===== src/rtl/vending_machine.sv =====
// vending_machine: coin-accepting vending controller that pulses valid for one cycle per sale
//   clk   - rising-edge clock
//   reset - asynchronous active-low reset
//   coin  - coin code per edge: 00 none, 01 nickel, 10 dime, 11 invalid (treated as none)
//   valid - registered dispense pulse, high for exactly one cycle per sale
module vending_machine #(
   parameter int NICKEL_VALUE = 1,
   parameter int DIME_VALUE   = 2,
   parameter int PRICE        = 4,
   parameter int CREDIT_W     = 4
) (
   input  logic       clk,
   input  logic       reset,
   input  logic [1:0] coin,
   output logic       valid
);
   typedef enum logic [1:0] {IDLE = 2'b00, ACCUM = 2'b01, OK = 2'b10} state_t;
   state_t              r_state;
   logic [CREDIT_W-1:0] r_credit;
   logic                r_valid;
   logic [CREDIT_W:0]   w_add;
   logic [CREDIT_W:0]   w_sum;
   logic                w_live;
   // one extra bit on the sum so credit + dime can never wrap before the compare
   always_comb begin
      w_add  = (coin == 2'b01) ? (CREDIT_W+1)'(NICKEL_VALUE) :
               (coin == 2'b10) ? (CREDIT_W+1)'(DIME_VALUE) : '0;
      w_sum  = {1'b0, r_credit} + w_add;
      w_live = (r_state == IDLE) || (r_state == ACCUM);
   end
   // OK and the unused encoding both fall through to IDLE; the coin seen in OK is dropped
   always_ff @(posedge clk or negedge reset) begin
      if (!reset) begin
         r_state  <= IDLE;
         r_credit <= '0;
         r_valid  <= 1'b0;
      end else if (w_live && w_sum >= (CREDIT_W+1)'(PRICE)) begin
         r_state  <= OK;
         r_credit <= '0;
         r_valid  <= 1'b1;
      end else if (w_live && w_sum != '0) begin
         r_state  <= ACCUM;
         r_credit <= w_sum[CREDIT_W-1:0];
         r_valid  <= 1'b0;
      end else begin
         r_state  <= IDLE;
         r_credit <= '0;
         r_valid  <= 1'b0;
      end
   end
   assign valid = r_valid;
endmodule


===== config.mk =====
export PLATFORM = sky130hd
export DESIGN_NAME = vending_machine
export DESIGN_NICKNAME = d
export VERILOG_FILES = /design/src/rtl/vending_machine.sv
export SDC_FILE = /design/constraint.sdc
export NUM_CORES = 1
export LEC_CHECK = 0
export CAP_MARGIN = 20
export CORE_AREA = 2 2 39 41
export CTS_BUF_LIST = sky130_fd_sc_hd__clkbuf_16
export CTS_CLUSTER_SIZE = 12
export DETAILED_ROUTE_END_ITERATION = 10
export DIE_AREA = 0 0 41 43
export GPL_TIMING_DRIVEN = 0
export HOLD_SLACK_MARGIN = 0.08
export MAX_ROUTING_LAYER = met4
export PLACE_DENSITY_LB_ADDON = 0.05
export SYNTH_ARGS = -nofsm -noshare
export SYNTH_HDL_FRONTEND = slang
export SYNTH_SLANG_ARGS = --single-unit

===== constraint.sdc =====
create_clock -name clk -period 2.13 [get_ports clk]
set_clock_uncertainty 0.05 [all_clocks]
set_input_delay 0.426 -clock clk [delete_from_list [all_inputs] [get_ports clk]]
set_output_delay 0.426 -clock clk [all_outputs]
set_load 0.005 [all_outputs]

-- Yosys cells after proc, flatten, opt, wreduce, memory -nomap -nowiden
Index checks and enable logic that the tools add are counted.
- multiplexer cells: 7
- equal/unequal tests: 3
- order comparisons: 1
- add/subtract/negate cells: 1
- reductions and logical operators: 5
- operator list (cell ; number):
    $mux W4 ; 2
    $mux W2 ; 3
    $add A4 B2 Y5 ; 1
    $ge A5 B3 Y1 const B ; 1
    $reduce_bool A5 Y1 ; 1
    $eq A2 B1 Y1 const B ; 2
    $eq A2 B2 Y1 const B ; 1
    $logic_and A1 B1 Y1 ; 2
    $logic_not A2 Y1 ; 1
    $mux W1 ; 2
    $logic_or A1 B1 Y1 ; 1
- output and inout port bits: 1
- word-level logic and storage cells: 20
- bits of input ports: 4
- register bits after elaboration: 7

-- Depth between registers and ports, before layout
- depth after elaboration: 8
- gate-level depth with buffers: 7
- mapped depth without buffers: 7

-- Worst setup path before layout
No wires, ideal clock.
- kind: input to register
- start: input coin[0]
- end: register r_state[1]
- stages on the path: 7
- data required time: 1958 ps
- arrival: 1666 ps
- path buffers: 0
- slack: 291 ps
- setup time: 122 ps
- path through: nor2b_1 -> ha_1 -> inv_1 -> fa_1 -> nor4b_2 -> a22oi_2 -> nor2b_1
- cells in the longest elaborated chain, start to end: 7
- elaborated cells between the ends (all ways): 8
- classes of those cells: add/sub (1); order compare (1); eq/ne (2); mux (3); reduce/logical (1)
- ends and longest elaborated chain (what ; line ; source):
    start: declaration ; 14 ; input logic [1:0] coin,
    $eq A2 B2 Y1 ; 27 ; (coin == 2'b10) ? (CREDIT_W+1)'(DIME_VALUE) : '0;
    $mux W2 ; 27 ;
    $mux W2 * ; 26 ; w_add = (coin == 2'b01) ? (CREDIT_W+1)'(NICKEL_VALUE) :
    $add A4 B2 Y5 * ; 28 ; w_sum = {1'b0, r_credit} + w_add;
    $ge A5 B3 Y1 * ; 37 ; end else if (w_live && w_sum >= (CREDIT_W+1)'(PRICE)) begin
    $logic_and A1 B1 Y1 * ; 37 ;
    $mux W2 * ; 37 ;
    end signal: assignment ; 34 ; r_state <= IDLE;
    end signal: assignment ; 38 ; r_state <= OK;
    end signal: assignment ; 42 ; r_state <= ACCUM;
    end: declaration ; 18 ; state_t r_state;
Every way passes the cells marked *; elsewhere a longest branch is shown, timed or not.

-- Final worst setup path
- start: input coin[1]
- end: register r_state[1]
Same word-level chain as after synthesis.

==> impl_metrics.env <==
export IMPL_num_rows=14
export IMPL_post_drt_wl_per_cell_um=9.26
export IMPL_ir_drop_uv=482
export IMPL_start_util=0.185
export IMPL_area_growth_syn_to_layout_pct=62.4
export IMPL_synthTopCellsByArea="dfrtp_1 (49%), ha_1 (9.8%), fa_1 (7.8%)"
export IMPL_rsz0062_at_grt="false"
export IMPL_synth_cell_types=13
export IMPL_fin_crit_ps=1920
export IMPL_cp_arrival_ps=1980
export IMPL_fmax_mhz=520
export IMPL_dpl_cell_area_um2=320
export IMPL_critPathCaptureType="register"
export IMPL_synth_async_sr_flop_share=1.00
export IMPL_num_antenna_cells=0
export IMPL_grt_max_degree=6
export IMPL_grt_usage=0.0767
export IMPL_worst_r2r_path_depth=6
export IMPL_drt_first_pass_iters=1
export IMPL_synth_top_cell_area_share=0.488
export IMPL_first_global_vias=185
export IMPL_status="finished, final reports clean"
export IMPL_drtIter0Drc=0
export IMPL_hold_class="in2async"
export IMPL_htreeDepth=1
export IMPL_clock_latency_ps=230
export IMPL_drc_errors=0
export IMPL_design_area_um2=417
export IMPL_startpoint_type="primary input"
export IMPL_syn_area_um2=256
export IMPL_hold_viol=0
export IMPL_final_net_count=39
export IMPL_hpwl_um=358
export IMPL_clk_pin_slew_ps=30
export IMPL_period_share=0.902
export IMPL_crit_type="in2reg"
export IMPL_viasPerCell=3.51
export IMPL_netlist_top_cell_by_area="dfrtp_1"
export IMPL_cts_tree="done"
export IMPL_vias=165
export IMPL_coreArea_um2=1380
export IMPL_syn_inst=21
export IMPL_hold_buffers=0
export IMPL_clkSinkCount=5
export IMPL_place_gp_congestion=0.596
export IMPL_grt_pass1_wl_um=772
export IMPL_drtAntennaViolNets=0
export IMPL_critPathMaxFanout=3
export IMPL_final_layout_size_suffix_gt1_frac=0.355
export IMPL_yosysMostFrequentCell="dfrtp_1"
export IMPL_port_buffers=4
export IMPL_cp_required_ps=2190
export IMPL_die_x_um=41
export IMPL_timing_rr_start="r_credit[0]"
export IMPL_ys_ff_latch=5
export IMPL_finalSetupViolations=0
export IMPL_r2r_end="r_state[1]"
export IMPL_grt_overflow=0
export IMPL_drv_slew=0
export IMPL_critPathLaunch="coin[1]"
export IMPL_fillers=151
export IMPL_syn_mean_instance_area_um2=12.2
export IMPL_die_area_um2=1760
export IMPL_antenna_found_initial=0
export IMPL_ys_warn_count=0
export IMPL_synth_ff_type="dfrtp_1"
export IMPL_synth_top_cells_by_count="dfrtp_1 (5), inv_1 (3), ha_1 (2), nor2b_1 (2)"
export IMPL_seq_area_um2=125
export IMPL_synth_edff_count=0
export IMPL_power_density_nw_per_um2=1040
export IMPL_io_pins=5
export IMPL_reg2reg_slack_ps=470
export IMPL_dp_cells=42
export IMPL_max_cap_violations=0
export IMPL_final_cells=47
export IMPL_ys_seq_area_frac=0.488
export IMPL_p_leak_uw=0.000186
export IMPL_multiInputGateArea_um2=136
export IMPL_clock_root_buffer="clkbuf_16"
export IMPL_cts_inserted_buffers=3
export IMPL_clk_path_buf_depth=2
export IMPL_die_height_um=43
export IMPL_wl_um=435
==> cell type report <==
cell class                      instances  area share
Inverter                                3      0.0270
Clock inverter                          1     0.00901
Tap cell                               16      0.0480
Timing Repair Buffer                    5       0.108
Clock buffer                            3       0.180
Sequential cell                         5       0.300
Multi-Input combinational cell         14       0.327
==> layout by cell type, fill, tap and decap left out, drive strengths merged <==
cell	Yosys	routed
a22oi	1	1
buf	0	1
clkbuf	0	3
clkdlybuf4s50	0	2
conb	1	2
dfrtp	5	5
dlygate4sd2	0	2
fa	1	1
ha	2	2
inv	3	4
nand2	1	1
nand2b	1	1
nor2	1	1
nor2b	2	2
nor3	1	1
nor3b	1	1
nor4b	1	1
==> state kept, by name, indices dropped and copies added (netlist names) <==
| register | cells |
|---|---|
| r_state | 1 |
| r_credit | 4 |
==> report_power, final <==
part           internal [uW]  switching [uW]  total [uW]
sequential               101            4.39         106
clock                    243            58.2         301
combinational           15.1            10.7        25.8
==> layer usage <==
metal,share of wire,up-vias,GRT usage
li1,-,85,-
met1,0.40,75,0.0757
met2,0.52,3,0.0938
met3,0.030,2,0.0314
met4,0.044,0,0.100
met5,0,-,-
==> logic make-up (layout without fill, tap and decap cells) <==
kind of cell    count (synthesis)  count (layout)  synth area share
compound gates                  1               1            0.0488
fa+ha+maj                       3               3             0.176
buf+inv                         3              12            0.0439
flops                           5               5             0.488
other cells                     1               2            0.0146
simple gates                    8               8             0.229
==> what timing repair did <==
action | CTS | global route
gates resized for setup | 7 | 0
endpoints found under the setup margin | 3 | 0
hold endpoints to repair | 0 | 0
buffers inserted | 1 | 0
==> per-stage QoR <==
stage / utilization / power [uW] / worst slack (ps) / hold slack (ps) / TNS [ps]
after floorplan: - / 116 / 291 / 80.4 / 0
after global placement: 0.231 / 132 / -293 / 436 / -808
after detailed placement: 0.231 / 133 / -319 / 441 / -902
after CTS: 0.301 / 440 / 182 / 373 / 0
after global routing: 0.301 / 449 / 133 / 391 / 0
final: 0.301 / 432 / 209 / 369 / 0
==> critical path, cell delays in order <==
cell and delay (ps):
dlygate4sd2_1 270, nor2b_4 110, ha_2 180, inv_2 40
fa_2 380, nor4b_2 280, a22oi_2 140, nor2b_1 140
==> worst max path at each step <==
| stage | to | cells after the start |
|---|---|---|
| floorplan | r_state[1] | 7 |
| global route | r_state[1] | 8 |
| detailed placement | r_state[1] | 8 |
| CTS | r_state[1] | 8 |
| global placement | r_state[1] | 8 |
| finish | r_state[1] | 8 |
(Power assumes the default switching activity.)
